### src/rtl/ir_pkg.sv
// Shared widths and handshake state encoding for the instruction queue.
package ir_pkg;

  localparam int IR_MNM_W  = 2;
  localparam int IR_ADDR_W = 2;
  localparam int IR_DATA_W = 4;
  localparam int IR_DEPTH  = 4;

  typedef enum logic {
    IR_IDLE,
    IR_ACK
  } ir_state_t;

endpackage

### src/rtl/ir_fifo.sv
// Circular instruction store: pointers wrap modulo DEPTH, count tracks 0..DEPTH exactly.
module ir_fifo import ir_pkg::*; #(
  parameter int WIDTH = IR_MNM_W + IR_ADDR_W + IR_DATA_W,
  parameter int DEPTH = IR_DEPTH
) (
  input  logic                       clk,
  input  logic                       rst,
  input  logic                       wr_i,
  input  logic                       rd_i,
  input  logic [WIDTH-1:0]           wdata_i,
  output logic [WIDTH-1:0]           rdata_o,
  output logic [$clog2(DEPTH+1)-1:0] count_o,
  output logic                       full_o,
  output logic                       empty_o
);

  localparam int PTR_W = $clog2(DEPTH);
  localparam int CNT_W = $clog2(DEPTH+1);

  logic [WIDTH-1:0] mem_q [DEPTH];
  logic [PTR_W-1:0] wrPtr_q, rdPtr_q;
  logic [CNT_W-1:0] count_q, count_d;
  logic             doWrite, doRead;

  assign full_o  = (count_q == CNT_W'(DEPTH));
  assign empty_o = (count_q == '0);
  assign count_o = count_q;
  assign rdata_o = mem_q[rdPtr_q];

  // A write into a full store is only legal when the head leaves on the same edge.
  always_comb begin
    doRead  = rd_i && !empty_o;
    doWrite = wr_i && (!full_o || doRead);
    count_d = count_q;
    case ({doWrite, doRead})
      2'b10:   count_d = count_q + CNT_W'(1);
      2'b01:   count_d = count_q - CNT_W'(1);
      default: count_d = count_q;
    endcase
  end

  always_ff @(posedge clk) begin
    if (doWrite) mem_q[wrPtr_q] <= wdata_i;
  end

  always_ff @(posedge clk or negedge rst) begin
    if (!rst) begin
      wrPtr_q <= '0;
      rdPtr_q <= '0;
      count_q <= '0;
    end else begin
      if (doWrite) wrPtr_q <= wrPtr_q + PTR_W'(1);
      if (doRead)  rdPtr_q <= rdPtr_q + PTR_W'(1);
      count_q <= count_d;
    end
  end

endmodule

### src/rtl/instruction_queue.sv
// Bus-side ena/ack handshake in front of a FWFT instruction store; head word split into fields.
// Define IR_PARITY_EN to add the par_in/perr even-parity reject path.
module instruction_queue import ir_pkg::*; #(
  parameter int MNM_W  = IR_MNM_W,
  parameter int ADDR_W = IR_ADDR_W,
  parameter int DATA_W = IR_DATA_W,
  parameter int DEPTH  = IR_DEPTH
) (
  input  logic                            clk,
  input  logic                            rst,
  input  logic [MNM_W+ADDR_W+DATA_W-1:0]  data_in,
  input  logic                            ena,
  output logic                            ack,
  input  logic                            pop,
  output logic [MNM_W-1:0]                mnm,
  output logic [ADDR_W-1:0]               wr_addr_mnm,
  output logic [DATA_W-1:0]               rd_addr_wr_data,
  output logic                            valid,
  output logic                            full,
`ifdef IR_PARITY_EN
  input  logic                            par_in,
  output logic                            perr,
`endif
  output logic [$clog2(DEPTH+1)-1:0]      count
);

  localparam int INSTR_W = MNM_W + ADDR_W + DATA_W;

  ir_state_t          state_q;
  logic               ack_q;
  logic               fifoFull, fifoEmpty;
  logic               spaceAvail, accept, parityOk, wrStrobe, rdStrobe;
  logic [INSTR_W-1:0] headRaw, headWord;

`ifdef IR_PARITY_EN
  logic perr_q;
  assign parityOk = ~^{data_in, par_in};
  assign perr     = perr_q;
`else
  assign parityOk = 1'b1;
`endif

  // A pop on the same edge frees the slot, so a full queue can still accept.
  assign spaceAvail = !fifoFull || pop;
  assign accept     = (state_q == IR_IDLE) && ena && spaceAvail;
  assign wrStrobe   = accept && parityOk;
  assign rdStrobe   = pop && !fifoEmpty;

  ir_fifo #(.WIDTH(INSTR_W), .DEPTH(DEPTH)) u_fifo (
    .clk     (clk),
    .rst     (rst),
    .wr_i    (wrStrobe),
    .rd_i    (rdStrobe),
    .wdata_i (data_in),
    .rdata_o (headRaw),
    .count_o (count),
    .full_o  (fifoFull),
    .empty_o (fifoEmpty)
  );

  always_ff @(posedge clk or negedge rst) begin
    if (!rst) begin
      state_q <= IR_IDLE;
      ack_q   <= 1'b0;
`ifdef IR_PARITY_EN
      perr_q  <= 1'b0;
`endif
    end else begin
`ifdef IR_PARITY_EN
      perr_q <= 1'b0;
`endif
      case (state_q)
        IR_IDLE: begin
          if (accept) begin
            ack_q   <= 1'b1;
            state_q <= IR_ACK;
`ifdef IR_PARITY_EN
            perr_q  <= !parityOk;
`endif
          end
        end
        IR_ACK: begin
          if (!ena) begin
            ack_q   <= 1'b0;
            state_q <= IR_IDLE;
          end
        end
        default: begin
          ack_q   <= 1'b0;
          state_q <= IR_IDLE;
        end
      endcase
    end
  end

  // Empty queue presents zeroed fields rather than stale storage.
  assign headWord        = fifoEmpty ? '0 : headRaw;
  assign ack             = ack_q;
  assign valid           = !fifoEmpty;
  assign full            = fifoFull;
  assign mnm             = headWord[INSTR_W-1 -: MNM_W];
  assign wr_addr_mnm     = headWord[DATA_W +: ADDR_W];
  assign rd_addr_wr_data = headWord[DATA_W-1:0];

endmodule

### config.mk
export PLATFORM = sky130hd
export DESIGN_NAME = instruction_queue
export DESIGN_NICKNAME = d
export VERILOG_FILES = /design/src/rtl/ir_pkg.sv /design/src/rtl/ir_fifo.sv /design/src/rtl/instruction_queue.sv
export SDC_FILE = /design/constraint.sdc
export NUM_CORES = 1
export LEC_CHECK = 0
export CAP_MARGIN = 20
export CORE_AREA = 2 2 60 62
export CTS_CLUSTER_DIAMETER = 60
export CTS_CLUSTER_SIZE = 28
export DETAILED_ROUTE_END_ITERATION = 8
export DIE_AREA = 0 0 62 64
export PLACE_DENSITY = 0.81
export SYNTH_ARGS = -nofsm -noshare
export SYNTH_HDL_FRONTEND = slang
export SYNTH_HIERARCHICAL = 1
export SYNTH_SLANG_ARGS = --single-unit
### constraint.sdc
create_clock -name clk -period 6.9 [get_ports clk]
set_input_delay 2.07 -clock clk [delete_from_list [all_inputs] [get_ports clk]]
set_output_delay 2.07 -clock clk [all_outputs]
set_load 0.03 [all_outputs]
After elaboration in Yosys (flattened, before gate mapping)
Memories as Yosys holds them, arrays and structs flattened.
Cells that the tools add are included.

word-level totals
  flip-flop bits (word level) = 9
  bits in latches = 0
  RAM bits = 32
  bits in read-only memories = 0
  input port bits = 12
  output and inout bits = 14
  logic and storage cells = 38
  memories kept = 1

memories
  memory        depth  bits a word  read ports  clocked after memory_dff  write ports  line           source
  u_fifo.mem_q  4      8            1           0                         1            ir_fifo.sv:20  logic [WIDTH-1:0] mem_q [DEPTH];

cells by class
  add/subtract/negate cells = 4
  $mul = 0
  div/mod/pow operators = 0
  magnitude comparators = 0
  equality and inequality tests = 5
  shift operators = 0
  muxes and demuxes = 10
  bitwise gates (word level) = 1
  reduce and logical (&&, ||, !) cells = 12

operators with widths
  operator                                              number
  two-way mux 8 bit                                     1
  two-way mux 1 bit                                     6
  case mux 3 bit (2 select lines)                       1
  logical AND 1 bit                                     5
  adder 2 x 1 -> 2 bit (second input constant)          2
  case mux 1 bit (2 select lines)                       2
  adder 3 x 1 -> 3 bit (second input constant)          1
  equality test 3 bit (second input constant)           1
  logical NOT 3 bit                                     1
  subtractor 3 x 1 -> 3 bit (second input constant)     1
  equality test 2 x 1 -> 1 bit (second input constant)  1
  equality test 2 bit (second input constant)           1
  logical NOT 1 bit                                     2
  logical OR 1 bit                                      2
  != test 2 x 1 -> 1 bit (second input constant)        1
  != test 2 bit (second input constant)                 1
  AND reduction 2 bit                                   1
  nonzero test 2 bit                                    1
  inverter 1 bit                                        1

Longest topological paths before layout
Gate-level depths: netlist of run 1.

  word-level depth = 8
  gate-level depth with buffers = 11
  gate-level depth less buffers = 9

Modules after synthesis
Netlist of run 1, hierarchy kept.

by module, submodules not included
  module             times used  cells an instance  area each (sq um)  sequential area each (sq um)
  ir_fifo            1           94                 1669.1             1136.1
  instruction_queue  1           20                 178.9              50.0

Worst setup path before layout of run 1
No wires, ideal clock.

  path type = in2reg
  from = in pop
  to = reg u_fifo.count_q[2] (netlist: u_fifo/count_o[2])
  setup time = 146 ps
  arrival = 3736 ps
  data required time = 6754 ps
  setup slack = 3018 ps
  stages = 8
  path buffers = 1
  path through = nor2b_1 clkbuf_1 nand2b_1 or2_2 fa_1 nand2b_1 o211ai_1 o311ai_0

on the way
  longest elaborated chain between the ends = 6
  elaborated cells on any way between the ends = 10
  classes of those cells = eq/ne (2); mux (1); reduce/logical (7)

RTL lines
  item                                                                          line                     source
  start: declaration                                                            instruction_queue.sv:14  input logic pop,
  logical AND 1 bit                                                             instruction_queue.sv:47  assign rdStrobe = pop && !fifoEmpty;
  logical AND 1 bit                                                             ir_fifo.sv:32            doRead = rd_i && !empty_o;
  logical OR 1 bit                                                              ir_fifo.sv:33            doWrite = wr_i && (!full_o || doRead);
  logical AND 1 bit                                                             ir_fifo.sv:33
  equality test 2 x 1 -> 1 bit / equality test 2 bit (equally long branches)    ir_fifo.sv:35            case ({doWrite, doRead})
  case mux 3 bit (2 select lines) / nonzero test 2 bit (equally long branches)  n/a
  end signal: assignment                                                        ir_fifo.sv:54            count_q <= count_d;
  end: declaration                                                              ir_fifo.sv:22            logic [CNT_W-1:0] count_q, count_d;

Parallel ways exist; a longest one is shown, timed or not.
A chain may end at the register's enable or synchronous reset.

Worst setup path after layout of run 1
  from = reg u_fifo.count_q[2] (netlist: u_fifo/count_o[2])
  to = out rd_addr_wr_data[3]

on the way
  longest elaborated chain between the ends = 2

RTL lines
  item                 line                     source
  logical NOT 3 bit    ir_fifo.sv:26            assign empty_o = (count_q == '0);
  named net fifoEmpty  instruction_queue.sv:31  logic fifoFull, fifoEmpty;
  two-way mux 8 bit    instruction_queue.sv:97  assign headWord = fifoEmpty ? '0 : headRaw;
  end: declaration     instruction_queue.sv:17  output logic [DATA_W-1:0] rd_addr_wr_data,

The timed path passes the listed nets, and every way through them passes these cells.

==> run summary, run 1 <==
The proportion of netlist area held by the largest area contributor is 52.00%. The power density relative to cell area is 434.8 nW/um^2. The power spent charging and discharging nets came out at ~360 uW. The number of cells after detailed placement came out at 181.

The number of hold buffers added after cts is 0. For this design the static power due to leakage is 0.0007995 uW. The number of optimization iterations in the first detailed-route pass is 4. In the synthesized netlist the dominant register cell turns out to be sky130_fd_sc_hd__edfxtp_1. The maximum clock path buffer count is 2. The kind of capture point of the worst setup path is an output pin.

The source-to-sink clock delay at the later pin of the worst-skew pair came out at about 340 ps. The fraction of final layout cells with drive strength greater than 1 is 16.08%. The H-tree was split into 2 levels.

The final antenna diode count came out at 0. The synthesized-area fraction occupied by ao, oa, aoi and oai cells is 6.161%. The slew at the pin closest to its max-slew limit came out at 798.1 ps. In the routed design, unresolved DRC markers number 0. The signed area change from the synthesized netlist to the final layout is 19.91%.

The maximum number of pins on one net before global-route repair came out at 14. STA puts the critical path data required time at 4830 ps. The highest clock frequency the design can meet came out at 222.3 MHz. Setup violations remaining at the end of the flow were counted as 0.

The setup TNS came out at 0 ps. The synthesized design contains 41 register bits. The number of endpoints with negative hold slack in the final report came out at 0. On the final layout, the worst hold slack is between 500 and 600 ps. The per-cell routed wire length is 15.83 um. The number of synthesized flops with an enable pin came out at 32. The remaining number of nets flagged by the antenna check after routing is 0. From left edge to right edge, the die measures 62 um.

The final critical-path required period came out at 4499 ps. The fraction of synthesis flops using an asynchronous set or reset pin came out at 21.95%. The instance count along the most critical hold path is 2. The reported max-cap violation count came out at 0. By area the synthesized netlist is led by sky130_fd_sc_hd__edfxtp_1, sky130_fd_sc_hd__dfrtp_1, sky130_fd_sc_hd__mux4_2. The peak fanout along the critical path came out at 9. In this run the post-CTS setup repair buffer count came out at 0. The number of global-route vias before repair came to 1058. After layout, the worst path uses 65.20% of the clock period. After Yosys synthesis, full adders, half adders and majority gates account for 3.791% of the synthesized area. The max-slew violation count came to 0. The initial utilization of the core area, before any placement, comes to between 50% and 60%. The share of the core filled with cells in the final layout is 67.47%.

The worst-case headroom to the max-slew limit came out at about 46%. The first routing iteration left 47 violations. The share of total power consumed by net switching came out at 36.88%. The post-layout instance count excluding filler cells is ~190. The number of buffers added by the clock tree synthesis step came out at 5. Setup repair after global routing left no endpoint under its margin. The multiplexer share of the synthesized area is about 11%.

The clock skew is 13.95 ps. The routed wire length came out at between 2000 and 3000 um. The cell count after synthesis came out at roughly 110. The first global-routing pass estimated 5002 um of wire. The number of warnings issued by yosys is 6. The via count came out at 1006. The final estimated routing congestion in global placement came out at 0.8092.

The die outline height came out at 64 um. The setup path with the least slack is of type flop to output pin. Synthesis produced a netlist with a net count of 131.

The number of sinks handled by clock tree synthesis came out at 41. The port buffer count came out at 25. The post-synthesis share of cell area spent on and, or, nand and nor gates is 9.479%. In this run the worst hold path is classified as flop to flop. The signal arrival time at the worst endpoint is 2430 ps. The depth of the worst register-to-register path came out at 9. The number of unique standard cell types used by synthesis came out at 35. The global-route usage over all layers is 17.68%. The number of nets in the final layout came out at roughly 160. The clock-pin transition on the worst setup and hold timing paths is 110 ps. The total of cells resized after clock tree synthesis came out at 0. The synthesized area is 1848 um^2. Clock tree synthesis selected as its root buffer the cell sky130_fd_sc_hd__clkbuf_4.

TritonCTS built the clock tree. The total die area is 3968 um^2. The number of I/O pins is 26. The overflow left after global routing came out at 0.

The combinational group share of total power came out at between 40% and 50%. The register share of total power is about two fifths. The post-synthesis area per instance came out at 16.21 um^2. The core outline area is 3284 um^2. The post-synthesis xor/xnor area fraction is 2.370%. By area, the combinational part of the netlist is dominated by multiplexers. The internal power component came out at roughly 610 uW. The via-per-instance ratio came out at 5.323. The initial antenna violation count is 0. The worst setup path is launched from a flop.

The number of placement rows is 21. The share of total power in the clock network is 15.4%. The largest area contributor in the synthesized netlist is sky130_fd_sc_hd__edfxtp_1.

The largest voltage drop on the vdd net is 0.0002715 V. The sequential fraction of the synthesis area is approximately 64%. Detailed placement finished with a half-perimeter wire length of 2109 um. The flow ran to the end, and the final reports show no timing, DRC or antenna violations.
synth_stat cells, types with 2 or more instances:
| cell type | number |
|---|---|
| sky130_fd_sc_hd__dfrtp_1 | 9 |
| sky130_fd_sc_hd__clkbuf_1 | 2 |
| sky130_fd_sc_hd__nand2_1 | 2 |
| sky130_fd_sc_hd__edfxtp_1 | 32 |
| sky130_fd_sc_hd__nand2b_1 | 2 |
| sky130_fd_sc_hd__mux4_2 | 8 |
| sky130_fd_sc_hd__xnor2_1 | 4 |
| sky130_fd_sc_hd__o21bai_1 | 2 |
| sky130_fd_sc_hd__nor2b_1 | 9 |
| sky130_fd_sc_hd__nor2_1 | 3 |
| sky130_fd_sc_hd__nand3b_1 | 2 |
| sky130_fd_sc_hd__and2_1 | 4 |
| sky130_fd_sc_hd__ha_1 | 4 |
| sky130_fd_sc_hd__inv_1 | 8 |
| sky130_fd_sc_hd__a22oi_1 | 2 |
| sky130_fd_sc_hd__o21a_1 | 2 |
cell families (layout without fill, tap and decap cells):
group	after synthesis	after routing
adders and majority gates	5	5
and+or+nand+nor	27	27
xor gates and xnor gates	5	5
AOI/OAI and AO/OA	13	13
DFF	41	41
muxes	10	10
buffers and inverters	13	42
per-stage QoR:
step	worst slack [ps]	instance area, um^2	power, uW
floorplan	3018	1848	671.0
finish	2402	2216	963.5
CTS	2315	2216	973.9
global placement	2278	2140	807.8
global route	2248	2216	1023
detailed placement	2153	2140	824.6
worst max-delay path, stage by stage (launching register included):
cell	delay, ps
sky130_fd_sc_hd__dfrtp_1	490
sky130_fd_sc_hd__nor3_1	690
sky130_fd_sc_hd__buf_4	270
sky130_fd_sc_hd__nor2b_1	60
sky130_fd_sc_hd__clkdlybuf4s50_1	580
area by class of cell:
class | instances | area [um^2]
Timing Repair Buffer | 26 | 257.7
Fill cell | 228 | 1069
Multi-Input combinational cell | 60 | 608.1
Tap cell | 46 | 57.56
Inverter | 8 | 30.03
Clock buffer | 6 | 41.29
Sequential cell | 41 | 1186
Clock inverter | 2 | 35.03
layer usage:
layer  global-route usage (%)  wire [um]  up-vias
li1                         -          -      471
met1                    23.53       1215      507
met2                    28.65       1635       24
met3                    4.251        108        4
met4                    4.787         32        0
met5                        0          0        -
flip-flops by register name, indices dropped and copies added (netlist names):
register / count
u_fifo/mem_q: 32
u_fifo/count_o: 3
u_fifo/rdPtr_q: 2
u_fifo/wrPtr_q: 2
ack: 1
state_q: 1
final timing paths:
kind | from | end | slack, ps
max | u_fifo/count_o[2]$_DFFE_PN0P_ | rd_addr_wr_data[3] | 2400
min | ack$_DFFE_PN0P_ | ack$_DFFE_PN0P_ | 540
max reg2reg | u_fifo/count_o[1]$_DFFE_PN0P_ | u_fifo/count_o[2]$_DFFE_PN0P_ | 3830
min reg2reg | ack$_DFFE_PN0P_ | ack$_DFFE_PN0P_ | 540
max in group asynchronous | rst | u_fifo/rdPtr_q[1]$_DFFE_PN0N_ | 4600
min in group asynchronous | rst | u_fifo/count_o[1]$_DFFE_PN0P_ | 2010
layout by cell type, fill, tap and decap left out, types with 2 or more instances in the layout:
cell,instances
sky130_fd_sc_hd__o21bai_1,2
sky130_fd_sc_hd__edfxtp_1,32
sky130_fd_sc_hd__clkdlybuf4s50_1,25
sky130_fd_sc_hd__nor2b_1,9
sky130_fd_sc_hd__nor2_1,3
sky130_fd_sc_hd__o21a_1,2
sky130_fd_sc_hd__nand3b_1,2
sky130_fd_sc_hd__nand2_1,2
sky130_fd_sc_hd__xnor2_1,4
sky130_fd_sc_hd__clkbuf_4,5
sky130_fd_sc_hd__ha_1,4
sky130_fd_sc_hd__dfrtp_1,9
sky130_fd_sc_hd__nand2b_1,2
sky130_fd_sc_hd__inv_1,8
sky130_fd_sc_hd__a22oi_1,2
sky130_fd_sc_hd__and2_1,4
sky130_fd_sc_hd__mux4_2,8
power groups by stage:
stage / registers [uW] / clock network (uW) / logic (uW)
global route: 379 / 161 / 483
floorplan: 357 / 0 / 314
detailed placement: 378 / 0 / 446
global placement: 374 / 0 / 434
finish: 371 / 148 / 444
CTS: 373 / 151 / 450
No activity file was read; power rests on OpenSTA's default activity.
==> run 2: changes to the inputs <==
Settings changed: CORE_AREA 2 2 60 62 to 2 2 63 65, DIE_AREA 0 0 62 64 to 0 0 65 67, PLACE_DENSITY 0.81 to 0.75.
Clock period 6.9 ns to 4.65 ns, I/O delays scaled along.
==> run 2 against run 1 <==
  * Hold slack worse by 7.5 ps
  * Clock-buffer cell count down 1
  * Power up 50%
  * Final cell count up 2.1%
  * Clock power up 49%
  * Critical path depth down 1
  * Clock skew down 6.3 ps
  * Sequential power up 48%
  * Non-clock buffer count up 2
  * Largest cell class unchanged
  * Largest power group unchanged
==> run summary, run 2 (synthesis gave the netlist of run 1 again) <==
The run finished with clean final reports. For this block, the via count after detailed routing is 999. The detailed-placement wirelength estimate is 2196 um. Entering global routing, the biggest net connects 14 pins. In the layout the commonest cells are sky130_fd_sc_hd__edfxtp_1, sky130_fd_sc_hd__clkdlybuf4s50_1, sky130_fd_sc_hd__nor2b_1, sky130_fd_sc_hd__dfrtp_1. The share of total power consumed by net switching came out at 37.41%. The highest clock frequency the design can meet came out at ~270 MHz.

The tree is rooted in a sky130_fd_sc_hd__clkbuf_8. STA puts the critical path data arrival time at between 2000 and 2500 ps. The number of buffer and inverter instances along the worst setup path is 1.

The number of sinks handled by clock tree synthesis is around 40. The die covers 4355 um^2. The clock skew came out at 7.614 ps. The kind of capture point of the worst setup path is an output pin. The first-pass GRT wire length is 4912 um. Across the VDD grid, the largest voltage drop is 0.0003031 V. The register cell area after layout came out at 1186 um^2.

In this run, the clock network consumes ~15% of the power. The die outline height is 67 um. The portion of the clock cycle consumed by the worst path in the final layout is 79.56%. After the last flow step, the layout net total stands at 161. The width of the die is 65 um. Among cell families on the critical path, the largest total delay comes from flip-flops.

The number of hold buffers added after cts is 0. The clock period could shrink to 3699 ps. The tool flagged a number of max-cap violations equal to 0. The residual DRC count came out at 0. Setup repair after global routing left no endpoint under its margin. For the worst-skew pair, the clock arrives at the later sink with an insertion delay of 290 ps. The number of I/O pins is 26. The final antenna diode count is 0.

The number of buffers added by the clock tree synthesis step came out at 5. The remaining number of nets flagged by the antenna check after routing came out at 0. Internal power comes to 903.7 uW. Measured against its own limit, the worst slew margin works out to between 50% and 60%. The slew at the pin closest to its max-slew limit is 652.3 ps. In this run the core area contains 22 standard-cell rows.

Dividing total power by cell area gives a power density of 643.6 nW/um^2. The overflow left after global routing is 0. The setup TNS came out at 0 ps.

The library cell used most frequently in the layout, excluding fill and tap cells, is sky130_fd_sc_hd__edfxtp_1. The total area inside the core boundary comes to 3606 um^2. The clock-pin transition on the worst setup and hold timing paths came out at 80 ps. The register share of total power is 38.0%. The number of flip-flops in the largest register is 32. The number of fillers in the final layout is 265. Traced cell by cell, the critical path runs through mux4_2 -> nor2b_1 -> clkdlybuf4s50_1.

The port buffer count is 25. The largest register by flop count is u_fifo/mem_q. Across all setup checks in the final design, the least slack found is 950.7 ps. The highest-delay cell along the critical path is sky130_fd_sc_hd__dfrtp_1. In the routed layout, each cell is associated on average with a via count of 5.176. The number of H-tree branching levels came out at 2. The max-slew violation count came to 0. In this run the worst path has a maximum fanout of 10. Routability-driven placement finished with a final weighted congestion of 0.7402. The cell depth of the worst setup path is 3. The critical path in this run is classified as flop to output pin. In this design, the stage delay of the slowest critical-path cell is 720 ps. The required time at the endpoint of the critical path is 3250 ps. Buffers added to address setup during post-CTS repair amount to 0. The starting density of the core is 51.25%. In the final layout, the share of cells above drive strength 1 is 17.24%. The number of setup violations in the final report is 0. The total of cells resized after clock tree synthesis came out at 0. The total area of multi-input combinational cells came out at 608.1 um^2. The combinational group share of total power is 46.7%. Summed over all cells, the static leakage comes to 0.0008129 uW.

The tightest min-delay check is of the flop to flop type. The worst setup path is launched from a flop. Along the worst hold path, the cell count comes to 2. The starting DRC count in detailed routing came out at 39. The number of endpoints with negative hold slack in the final report is 0. The number of global-route vias before repair is ~1000. The number of optimization iterations in the first detailed-route pass came out at 4. The signed area change from the synthesized netlist to the final layout came out at 21.39%. The power spent charging and discharging nets came out at 540.1 uW.

The depth of the worst register-to-register path is 9. The maximum clock path buffer count is 2. The initial antenna violation count came out at 0. The clock tree from TritonCTS is done. The per-cell routed wire length came out at roughly 16 um.

After detailed routing, the total wire length is 3122 um. Global routing used between 15 and 20% of the available tracks. Before CTS, the worst setup slack after placement is 936.1 ps.
run 2: layout make-up:
cell class	instances	share of cell area, %
Clock buffer	5	3.067
Inverter	8	1.339
Tap cell	48	2.677
Clock inverter	3	0.7808
Timing Repair Buffer	28	12.16
Multi-Input combinational cell	60	27.11
Sequential cell	41	52.87
run 2: power groups by stage:
stage	clock [uW]	sequential [uW]	combinational (uW)
2_1_floorplan	0	530	466
3_5_place_dp	0	560	678
3_3_place_gp	0	555	659
5_1_grt	248	561	719
6_report	221	548	675
4_1_cts	226	551	680
run 2: routing by layer:
metal / vias to the layer above / wire, um / GRT usage (%)
li1: 476 / - / -
met1: 500 / 1321 / 19.50
met2: 19 / 1655 / 26.80
met3: 4 / 103 / 5.405
met4: 0 / 42 / 6.915
met5: - / 0 / 0
run 2: final timing paths:
check | start | endpoint | slack [ps]
setup reg to reg | u_fifo/count_o[2]$_DFFE_PN0P_ | u_fifo/count_o[2]$_DFFE_PN0P_ | 1900
setup / recovery | u_fifo/rdPtr_q[0]$_DFFE_PN0N_ | rd_addr_wr_data[2] | 950
hold reg to reg | ack$_DFFE_PN0P_ | ack$_DFFE_PN0P_ | 530
max in group asynchronous | rst | u_fifo/wrPtr_q[1]$_DFFE_PN0P_ | 2920
hold / removal | ack$_DFFE_PN0P_ | ack$_DFFE_PN0P_ | 530
min in group asynchronous | rst | u_fifo/count_o[1]$_DFFE_PN0P_ | 1410
run 2: worst register-to-register path: stages, from the launching register on:
cell	delay, ps
sky130_fd_sc_hd__dfrtp_1	490
sky130_fd_sc_hd__or3b_1	420
sky130_fd_sc_hd__inv_1	90
sky130_fd_sc_hd__nor2b_4	170
sky130_fd_sc_hd__nor2_1	170
sky130_fd_sc_hd__or2_2	340
sky130_fd_sc_hd__fa_1	380
sky130_fd_sc_hd__nand2b_1	160
sky130_fd_sc_hd__o211ai_1	190
sky130_fd_sc_hd__o311ai_0	180
run 2: stage by stage:
step                cell area [um^2]  hold slack (ps)  utilization (%)  power, uW  instances
global placement                2157            499.3            59.82       1214        185
global route                    2243            537.1            62.21       1528        193
detailed placement              2157            510.3            59.82       1237        185
floorplan                       1848            507.9                -      995.7        114
CTS                             2243            526.1            62.21       1458        193
finish                          2243            528.2            62.21       1444        193
==> RTL change, RTL diff (settings of run 2) <==
The option `IR_PARITY_EN` is turned on by a define.
--- a/src/rtl/instruction_queue.sv
+++ b/src/rtl/instruction_queue.sv
@@ -1,4 +1,6 @@
 // Bus-side ena/ack handshake in front of a FWFT instruction store; head word split into fields.
 // Define IR_PARITY_EN to add the par_in/perr even-parity reject path.
+`define IR_PARITY_EN
+
 module instruction_queue import ir_pkg::*; #(
   parameter int MNM_W  = IR_MNM_W,
Interface: changed (added par_in and perr); port bits go from 26 to 28. No check against the original RTL was run, so the function may have changed too.
==> RTL change against run 2 <==
  * First-iteration DRC count is 110% higher
  * Cell area is 7.4% higher
  * Sequential cell count is 1 higher
  * Power is 8.1% higher
  * Wire length is 13% higher
  * Area after synthesis is 5.6% higher
  * Die area stayed put
  * Worst setup slack worse by 0.18 ns
  * Global-route usage is 2.3 points higher
  * Via count is 12% higher
  * Critical endpoint is now u_fifo/count_o[1]$_DFFE_PN0P_
  * Largest power group unchanged
==> RTL change: results (changes against run 2) <==
* Outcome: finished clean (unchanged)
* Clk_lat worst skew at roughly 0.30 ns
* Asr flop ratio synth at 0.238 (was 0.220)
* Slowest stage delay, CP at 0.56 ns (was 0.72 ns)
* Via count at 1,121 (was 999)
* Seq. pwr at 0.543 mW (was 0.548 mW)
* Ranking of synthesized cells by area: edfxtp_1 49%, dfrtp_1 13%, mux4_2 9.2% (was edfxtp_1 52%, dfrtp_1 12%, mux4_2 9.7%)
* Clk_skew at 0.00957 ns (was 0.00761 ns)
* Setup WS pre-CTS at 0.480 ns (was 0.936 ns)
* Clock network fraction of design power at 0.218 (was 0.153)
* Syn nets at 143 (was 131)
* Ys Warns at 6 (unchanged)
* Layout cell share with drive strength beyond 1 at 0.165 (was 0.172)
* Initial drt markers at 80 (was 39)
* R2R cell count at 11 (was 9)
* Worst reg2reg startpoint: u_fifo/count_o[0]$_DFFE_PN0P_ (was u_fifo/count_o[2]$_DFFE_PN0P_)
* H-tree levels at 2 (unchanged)
* Worst setup path startpoint: data_in[4] (was u_fifo/rdPtr_q[0]$_DFFE_PN0N_)
* Number of port buffers at 27 (was 25)
* Global router's overall resource usage at 0.186 (was 0.162)
* Placement Cell Area at 2270 µm² (was 2160 µm²)
* Largest net degree at the start of global routing at 15 (was 14)
* Nets at 175 (was 161)
* Final Hold Slack at 0.476 ns (was 0.528 ns)
* RR Endpoint: u_fifo/count_o[1]$_DFFE_PN0P_ (was u_fifo/count_o[2]$_DFFE_PN0P_)
* Clk power at 0.341 mW (was 0.221 mW)
* Worst hold path startpoint: state_q$_DFF_PN0_ (was ack$_DFFE_PN0P_)
* CTS Root Cell: clkbuf_8 (unchanged)
* Sw Share at 0.358 (was 0.374)
* Final WL at 3.53 mm (was 3.12 mm)
* Synth top cells by count: 32 x edfxtp_1, 12 x nor2b_1, 10 x dfrtp_1, 10 x inv_1, 8 x mux4_2 (was 32 x edfxtp_1, 9 x dfrtp_1, 9 x nor2b_1)
* First-pass GRT wire length at 5.58 mm (was 4.91 mm)
* Worst EP arrival at 4.09 ns (was 2.30 ns)
* Crit. End Element: flip-flop (was output pin)
* Hold path cells at 1 (was 2)
* Hold endpoint: ack$_DFFE_PN0P_ (unchanged)
* Fmax at 0.258 GHz (was 0.270 GHz)
* CP max FO at 5 (was 10)
* Final RePlAce weighted congestion at 0.773 (was 0.740)
* Maximum VDD drop at 321 µV (was 303 µV)
* Hpwl dp at 2.39 mm (was 2.20 mm)
* Vias/cell at 5.44 (was 5.18)
* CP max-delay cell: clkdlybuf4s50_1 (was dfrtp_1)
* Vias in the first global route at 1,153 (was 1,007)
* Sequential-to-total area share from yosys stat at 0.621 (was 0.642)
* Cells after DPL at 198 (was 185)
* Post-Synthesis Cells at 125 (was 114)
* LEAKAGE at 0.904 nW (was 0.813 nW)
* Slew @ Worst Pin at 0.632 ns (was 0.652 ns)
* Cell variety after synth at 33 (was 35)
RTL change: area by class of cell:
class                      instances  area [µm²]
tap                               48        60.1
sequential                        42        1210
fill                             265        1200
clock buffer                       5        68.8
multi-input combinational         69         678
inverter                          10        37.5
clock inverter                     3        68.8
timing repair buffer              29         285
RTL change: layer usage:
layer	share of wire	vias to the layer above	GRT usage	wire [µm]
met5	0	-	0	0
met4	0.016	0	0.0718	58
met3	0.041	4	0.0557	146
li1	-	520	-	-
met2	0.55	23	0.338	1930
met1	0.40	574	0.203	1400
RTL change: critical path: cells and delay by family:
family                     cells  cell delay [ns]
and+or+nand+nor                2             0.34
adders and majority gates      1             0.45
buffers and inverters          1             0.56
muxes                          1             0.16
xor gates and xnor gates       2             0.64
AOI/OAI and AO/OA              3             0.53
RTL change: logic make-up after synthesis:
group / synth area share
mux: 0.110
xor+xnor: 0.0596
flops: 0.621
buf+inv: 0.0321
compound gates: 0.0442
simple gates: 0.0974
fa+ha+maj: 0.0359
